## config.mk

```make
export PLATFORM = sky130hd
export DESIGN_NAME = decode_stage_p
export DESIGN_NICKNAME = d
export VERILOG_FILES = /design/src/rtl/decode_stage_p.sv
export SDC_FILE = /design/constraint.sdc
export NUM_CORES = 2
export LEC_CHECK = 0
export BUFFER_PORTS_ARGS = -buffer_cell sky130_fd_sc_hd__buf_4
export CORE_ASPECT_RATIO = 1.2
export CORE_MARGIN = 2
export CORE_UTILIZATION = 35
export DETAILED_ROUTE_END_ITERATION = 10
export PLACE_DENSITY = 0.47
export SLEW_MARGIN = 10
export SYNTH_ARGS = -nofsm -noshare
export SYNTH_HDL_FRONTEND = slang
export SYNTH_SLANG_ARGS = --single-unit
export TNS_END_PERCENT = 10
```

## constraint.sdc

```tcl
create_clock -name CLK -period 12.26 [get_ports CLK]
set_input_delay 0 -clock CLK [delete_from_list [all_inputs] [get_ports CLK]]
set_output_delay 0 -clock CLK [all_outputs]
set_load 0.02 [all_outputs]
```

## src/rtl/decode_stage_p.sv

```systemverilog
// -----------------------------------------------------------------------------
// decode_stage_p
//
// Decode stage of a 5-stage MIPS pipeline. Holds the IF/ID pipeline register
// with a valid bit, the architectural register file with same-cycle
// write-through bypass, the control decoder, early branch resolution with
// 3-way operand forwarding and the branch/jump target adders.
//
// Optional feature macro: DEC_STAT_EN
//   When defined, adds saturating stall/flush performance counters and the
//   StallCnt/FlushCnt ports. When undefined, those ports do not exist.
//
// Ports:
//   CLK                 clock, all state updates on the rising edge
//   rst                 synchronous active-low reset
//   RD                  instruction word from instruction memory
//   PCPlus4F            fetch PC+4
//   StallD              hold the IF/ID register
//   ForwardAD/BD        branch operand select: 01 ALUOutM, 10 ResultW,
//                       00/11 register file
//   ALUOutM, ResultW    forwarded values
//   RegWriteW/WriteRegW writeback enable / address
//   RD1, RD2            register file read data (bypass included)
//   SignImmD            extended immediate
//   PCBranchD, PCjump   branch and jump targets
//   PCSrcD              {jump taken, branch taken}
//   RsD, RtD, RdD       register specifiers from the decoded instruction
//   ALUControlD ..      decoded control signals (all 0 / ALU add on a bubble)
//   ValidD              the IF/ID register holds a real instruction
//   StallCnt, FlushCnt  performance counters (DEC_STAT_EN only)
//
// Flow control: ValidD qualifies every control output. There is no
// backpressure handshake here; StallD from the hazard unit freezes the stage
// and a taken branch/jump squashes the instruction being fetched behind it.
// -----------------------------------------------------------------------------
module decode_stage_p #(
  parameter int XLEN  = 32,
  parameter int NREG  = 32,
  parameter int AW    = 5,
  parameter int CNT_W = 16
) (
  input  logic            CLK,
  input  logic            rst,
  input  logic [31:0]     RD,
  input  logic [XLEN-1:0] PCPlus4F,
  input  logic            StallD,
  input  logic [1:0]      ForwardAD,
  input  logic [1:0]      ForwardBD,
  input  logic [XLEN-1:0] ALUOutM,
  input  logic [XLEN-1:0] ResultW,
  input  logic            RegWriteW,
  input  logic [AW-1:0]   WriteRegW,
  output logic [XLEN-1:0] RD1,
  output logic [XLEN-1:0] RD2,
  output logic [XLEN-1:0] SignImmD,
  output logic [XLEN-1:0] PCBranchD,
  output logic [XLEN-1:0] PCjump,
  output logic [1:0]      PCSrcD,
  output logic [AW-1:0]   RsD,
  output logic [AW-1:0]   RtD,
  output logic [AW-1:0]   RdD,
  output logic [2:0]      ALUControlD,
  output logic            MemWriteD,
  output logic            RegWriteD,
  output logic            RegDstD,
  output logic            ALUSrcD,
  output logic            MemtoRegD,
  output logic            JumpD,
  output logic            BranchD,
  output logic            ValidD
`ifdef DEC_STAT_EN
  ,
  output logic [CNT_W-1:0] StallCnt,
  output logic [CNT_W-1:0] FlushCnt
`endif
);

  // Opcodes
  localparam logic [5:0] OP_RTYPE = 6'b000000;
  localparam logic [5:0] OP_LW    = 6'b100011;
  localparam logic [5:0] OP_SW    = 6'b101011;
  localparam logic [5:0] OP_ADDI  = 6'b001000;
  localparam logic [5:0] OP_ANDI  = 6'b001100;
  localparam logic [5:0] OP_ORI   = 6'b001101;
  localparam logic [5:0] OP_BEQ   = 6'b000100;
  localparam logic [5:0] OP_BNE   = 6'b000101;
  localparam logic [5:0] OP_BLEZ  = 6'b000110;
  localparam logic [5:0] OP_BGTZ  = 6'b000111;
  localparam logic [5:0] OP_J     = 6'b000010;

  // R-type funct codes
  localparam logic [5:0] FN_ADD = 6'b100000;
  localparam logic [5:0] FN_SUB = 6'b100010;
  localparam logic [5:0] FN_AND = 6'b100100;
  localparam logic [5:0] FN_OR  = 6'b100101;
  localparam logic [5:0] FN_SLT = 6'b101010;

  // ALU operations
  localparam logic [2:0] ALU_ADD = 3'b010;
  localparam logic [2:0] ALU_SUB = 3'b110;
  localparam logic [2:0] ALU_AND = 3'b000;
  localparam logic [2:0] ALU_OR  = 3'b001;
  localparam logic [2:0] ALU_SLT = 3'b111;

  if (XLEN < 32 || AW != $clog2(NREG) || NREG > 32 || CNT_W < 1) begin : g_param_check
    $error("decode_stage_p: illegal parameter combination");
  end

  logic [31:0]     InstrD;
  logic [XLEN-1:0] PCPlus4D;
  logic [XLEN-1:0] regFile [NREG];
  logic [5:0]      opD;
  logic [5:0]      functD;
  logic [15:0]     immD;
  logic            FlushD;
  logic [XLEN-1:0] srcA;
  logic [XLEN-1:0] srcB;
  logic            branchCond;

  assign opD    = InstrD[31:26];
  assign functD = InstrD[5:0];
  assign immD   = InstrD[15:0];
  assign RsD    = InstrD[21 +: AW];
  assign RtD    = InstrD[16 +: AW];
  assign RdD    = InstrD[11 +: AW];

  // A redirect squashes the instruction being fetched, unless the stage is
  // frozen (PCSrcD is already forced to 00 in that case).
  assign FlushD = (PCSrcD != 2'b00) & ~StallD;

  // ---------------------------------------------------------------------------
  // IF/ID pipeline register
  // ---------------------------------------------------------------------------
  always_ff @(posedge CLK) begin
    if (!rst) begin
      InstrD   <= '0;
      PCPlus4D <= '0;
      ValidD   <= 1'b0;
    end else if (StallD) begin
      InstrD   <= InstrD;
      PCPlus4D <= PCPlus4D;
      ValidD   <= ValidD;
    end else if (FlushD) begin
      InstrD   <= '0;
      PCPlus4D <= '0;
      ValidD   <= 1'b0;
    end else begin
      InstrD   <= RD;
      PCPlus4D <= PCPlus4F;
      ValidD   <= 1'b1;
    end
  end

  // ---------------------------------------------------------------------------
  // Register file. Entry 0 is never written and is masked on read anyway.
  // ---------------------------------------------------------------------------
  always_ff @(posedge CLK) begin
    if (!rst) begin
      for (int i = 0; i < NREG; i++) regFile[i] <= '0;
    end else if (RegWriteW && (WriteRegW != '0)) begin
      regFile[WriteRegW] <= ResultW;
    end
  end

  // Write-through bypass so writeback and decode can share a cycle.
  always_comb begin
    RD1 = regFile[RsD];
    if (RsD == '0)                             RD1 = '0;
    else if (RegWriteW && (WriteRegW == RsD))  RD1 = ResultW;
  end

  always_comb begin
    RD2 = regFile[RtD];
    if (RtD == '0)                             RD2 = '0;
    else if (RegWriteW && (WriteRegW == RtD))  RD2 = ResultW;
  end

  // ---------------------------------------------------------------------------
  // Control decode. Unknown encodings and bubbles collapse to a NOP.
  // ---------------------------------------------------------------------------
  always_comb begin
    logic known;
    known       = 1'b1;
    ALUControlD = ALU_ADD;
    MemWriteD   = 1'b0;
    RegWriteD   = 1'b0;
    RegDstD     = 1'b0;
    ALUSrcD     = 1'b0;
    MemtoRegD   = 1'b0;
    JumpD       = 1'b0;
    BranchD     = 1'b0;
    case (opD)
      OP_RTYPE: begin
        RegWriteD = 1'b1;
        RegDstD   = 1'b1;
        case (functD)
          FN_ADD:  ALUControlD = ALU_ADD;
          FN_SUB:  ALUControlD = ALU_SUB;
          FN_AND:  ALUControlD = ALU_AND;
          FN_OR:   ALUControlD = ALU_OR;
          FN_SLT:  ALUControlD = ALU_SLT;
          default: known = 1'b0;
        endcase
      end
      OP_LW: begin
        RegWriteD = 1'b1;
        ALUSrcD   = 1'b1;
        MemtoRegD = 1'b1;
      end
      OP_SW: begin
        MemWriteD = 1'b1;
        ALUSrcD   = 1'b1;
      end
      OP_ADDI: begin
        RegWriteD = 1'b1;
        ALUSrcD   = 1'b1;
      end
      OP_ANDI: begin
        RegWriteD   = 1'b1;
        ALUSrcD     = 1'b1;
        ALUControlD = ALU_AND;
      end
      OP_ORI: begin
        RegWriteD   = 1'b1;
        ALUSrcD     = 1'b1;
        ALUControlD = ALU_OR;
      end
      OP_BEQ, OP_BNE, OP_BLEZ, OP_BGTZ: begin
        BranchD     = 1'b1;
        ALUControlD = ALU_SUB;
      end
      OP_J:    JumpD = 1'b1;
      default: known = 1'b0;
    endcase
    if (!ValidD || !known) begin
      ALUControlD = ALU_ADD;
      MemWriteD   = 1'b0;
      RegWriteD   = 1'b0;
      RegDstD     = 1'b0;
      ALUSrcD     = 1'b0;
      MemtoRegD   = 1'b0;
      JumpD       = 1'b0;
      BranchD     = 1'b0;
    end
  end

  // Logical immediates are zero-extended, everything else sign-extended.
  always_comb begin
    if (opD == OP_ANDI || opD == OP_ORI) SignImmD = {{(XLEN-16){1'b0}}, immD};
    else                                 SignImmD = {{(XLEN-16){immD[15]}}, immD};
  end

  // ---------------------------------------------------------------------------
  // Early branch resolution
  // ---------------------------------------------------------------------------
  always_comb begin
    case (ForwardAD)
      2'b01:   srcA = ALUOutM;
      2'b10:   srcA = ResultW;
      default: srcA = RD1;
    endcase
    case (ForwardBD)
      2'b01:   srcB = ALUOutM;
      2'b10:   srcB = ResultW;
      default: srcB = RD2;
    endcase
  end

  always_comb begin
    case (opD)
      OP_BEQ:  branchCond = (srcA == srcB);
      OP_BNE:  branchCond = (srcA != srcB);
      OP_BLEZ: branchCond = srcA[XLEN-1] | (srcA == '0);
      OP_BGTZ: branchCond = ~srcA[XLEN-1] & (srcA != '0);
      default: branchCond = 1'b0;
    endcase
  end

  // Forwarded operands may be stale while stalled, so no redirect then.
  assign PCSrcD[0] = BranchD & branchCond & ValidD & ~StallD;
  assign PCSrcD[1] = JumpD & ValidD & ~StallD;

  assign PCBranchD = PCPlus4D + {SignImmD[XLEN-3:0], 2'b00};
  assign PCjump    = {PCPlus4D[XLEN-1:28], InstrD[25:0], 2'b00};

`ifdef DEC_STAT_EN
  // ---------------------------------------------------------------------------
  // Saturating performance counters
  // ---------------------------------------------------------------------------
  always_ff @(posedge CLK) begin
    if (!rst) begin
      StallCnt <= '0;
      FlushCnt <= '0;
    end else begin
      if (StallD && ValidD && (StallCnt != '1)) StallCnt <= StallCnt + CNT_W'(1);
      if (FlushD && (FlushCnt != '1))           FlushCnt <= FlushCnt + CNT_W'(1);
    end
  end
`endif

endmodule

```

==> impl_metrics.csv <==
group,metric,value,unit
timing,fmaxAchievable,131,MHz
die,fp-row-count,169,
logic_synthesis,synth-compound-area-share,9.76,%
timing,finalSetupTns,0,ns
pwr,cellPowerDensity,140,mW/mm2
die,coreArea,0.177,mm2
clock_network,clk_latency,0.82,ns
die,floorplan.die.width,390,um
place,post-place-cells,7205,
global_routing,overflow,0,
die,die_height,467,um
logic_synthesis,combinational_family_with_the_most_area_after_synthesis,"multiplexers",
logic_synthesis,synthDistinctLibCells,90,
timing,post_route_minimum_period,7.64,ns
clock_network,clock_tree.root_cell,"clkbuf_16",
setup_path,cp.arrival,8.38,ns
die,floorplan.die_area,0.182,mm2
final_layout,share_of_cells_above_drive_strength_1,20.3,%
drt,drc_errors,0,
setup_path,data_required_time_of_the_critical_path,12.99,ns
clock_network,path_clk_slew,0.06,ns
logic_synthesis,postSynth.topFlopCell,"edfxtp_1",
die,initial_utilization,35.3,%
drt,dr.pass1.iters,8,
drt,drt_first_iter_violations,5969,
drt,drt.antenna.violating_nets,0,
logic_synthesis,syn-cell-area,0.0625,mm2
logic_synthesis,async_flop_share,0,%
global_routing,number_of_global_route_vias_before_repair,46198,
worst_hold_path,worst_hold_path_type,"in -> reg",
clock_network,tritoncts.num_buffers,133,
logic_synthesis,synth-warning-count,0,
logic_synthesis,synth_simple_gate_area_share,14.7,%
timing,timing_hold_violations_final,0,
place,portBuffers,326,
setup_path,r2r_cells,15,
timing,fin_worst_skew,0.0340,ns
logic_synthesis,synth.mux.area_fraction,17.6,%
clock_network,clock_path_buffers,3,
final_layout,layout.cells.non_filler,7615,
die,io-pin-count,329,
setup_path,critical_path_class,"reg -> reg",
logic_synthesis,synth_xor_area_share,0.687,%
flow_run,max_cap_violations,0,
drt,route.detailed.wl_per_inst,37.3,um
drt,sum_of_routed_wire_length_over_all_layers,284000,um
clock_network,cts_tree,"done",
drt,detailroute.via_count,47036,
global_routing,groute.usage.overall,30.6,%
global_routing,grt_start_max_net_pins,120,
setup_path,element_type_at_the_critical_path_end,"flip-flop",
global_routing,grt_antenna_before_repair,39,
logic_synthesis,synth-seq-area-share,51.6,%
setup_path,crit_fanout,53,
drt,detail_route.vias_per_cell,6.18,
timing,slew-limit-headroom,10.2,%
timing,grt_setup_unrepaired,"no",
global_routing,wire_length_of_the_first_global_routing_pass,385000,um
logic_synthesis,synthesis.instances,4967,
setup_path,setup_crit_start_kind,"flip-flop",
timing,worstMarginPinSlew,1.35,ns
final_layout,area_growth,16.8,%
final_layout,final_common_cell,"edfxtp_1",
pwr,vdd_drop_max,0.0912,mV
final_layout,mostFrequentLayoutCells,"1024 x edfxtp_1, 971 x and2_1, 499 x mux2i_1",
pwr,leakagePower,25.2,nW
logic_synthesis,synth_enable_flop_cells,1024,
logic_synthesis,yosys.area_share.adder,0.693,%
timing,setup_viol,0,
timing,fin_worst_hold_slack,0.0481,ns
timing,final_min_period_over_clock_period,62.4,%
place,detailed_place_hpwl,181000,um
clock_network,post_cts_buffers,0,
place,routabilityCongestion,0.952,
logic_synthesis,synth_area_per_cell,12.6,um2
clock_network,h-tree-depth,4,
logic_synthesis,synth-seq-cells,1099,
timing,drv_slew,0,
status,status,"finished clean",
worst_hold_path,whs_path_depth,3,
clock_network,tritoncts_sinks,1099,
final_layout,nNetsFinal,5371,
[kinds of logic (layout without fill, tap and decap cells)]
family          Yosys count  count (layout)
fa+ha+maj                34              34
xor+xnor                 49              49
compound gates          824             824
buf+inv                 626             922
other cells               1              45
flops                  1099            1099
mux                     768             768
simple gates           1566            1566
[per-layer routing]
layer	global-route usage, %	up-vias	wire length, um
met1	39.8	24150	112000
met3	6.82	596	28000
met5	0	-	92
li1	-	19349	-
met4	11.9	14	12600
met2	49.5	2927	131000
[power by group]
part           internal (mW)  switching (mW)  total, mW
clock network           2.30            1.70       4.00
logic                  0.630            1.14       1.77
registers               4.31           0.147       4.45
total                   7.24            2.99       10.2
[path summary, 6_finish.rpt]
check | from | end | slack (ns)
worst max-delay path | flip-flop | InstrD[1] | 4.62
worst min-delay path | RD[17] | InstrD[17] | 0.05
worst max register to register | flip-flop | InstrD[1] | 4.62
worst min register to register | PCPlus4D[13] | PCPlus4D[13] | 0.48
[through the flow]
stage | setup slack, ns | util, % | power (mW) | instance area, um2
CTS | 4.51 | 41.2 | 10.2 | 73000
detailed placement | 4.55 | 37.9 | 6.22 | 67100
global route | 4.28 | 41.2 | 10.5 | 73000
finish | 4.62 | 41.2 | 10.2 | 73000
floorplan | 7.89 | - | 5.46 | 62600
global placement | 4.48 | 37.9 | 6.22 | 67100
[synth_stat cells, drive strengths merged, types with 41 or more instances]
cell type,count,area [um2]
a31oi,41,257
dfxtp,75,1500
nor2,161,607
a22o,122,1070
o21ai,69,349
a21oi,57,285
a22oi,246,1850
clkbuf,337,1270
edfxtp,1024,30700
o22ai,73,457
nand3,99,495
mux4,264,5950
mux2i,499,4990
nor3,69,345
nand2,66,248
buf,259,1710
and2,974,6090
[state kept, by name (all words and copies together) (netlist names), named ones only]
name / flops
regFile: 1024
InstrD: 32
PCPlus4D: 32
ValidD: 1
[critical path, stage by stage (launching register included)]
cell and delay, ns:
dfxtp_4 0.68, buf_4 0.61, nand4b_1 0.55, buf_4 0.34
o22ai_1 0.13, nor4_2 0.96, nand3_1 0.48, a21oi_1 0.28
xor2_1 0.13, nor4_1 0.29, nand4_1 0.28, o41ai_4 0.84
xor2_1 0.25, a2111oi_4 0.77, buf_4 0.64, a22o_1 0.25
[timing repair]
| item | 4_1_cts | 5_1_grt |
|---|---|---|
| endpoints found under the hold margin | 1058 | 0 |
| hold buffers | 164 | 0 |
| gates resized for setup | 0 | 0 |
[layout make-up]
class                   instances  area [um2]
diodes                         11        27.5
clock inverters                70         728
multi-input cells            3275       28000
fillers                     16426      104000
flip-flops and latches       1099       32300
repair buffers                657        5430
inverters                      30         113
clock buffers                 165        3500
well taps                    2308        2890
No activity file was read; power rests on OpenSTA's default activity.
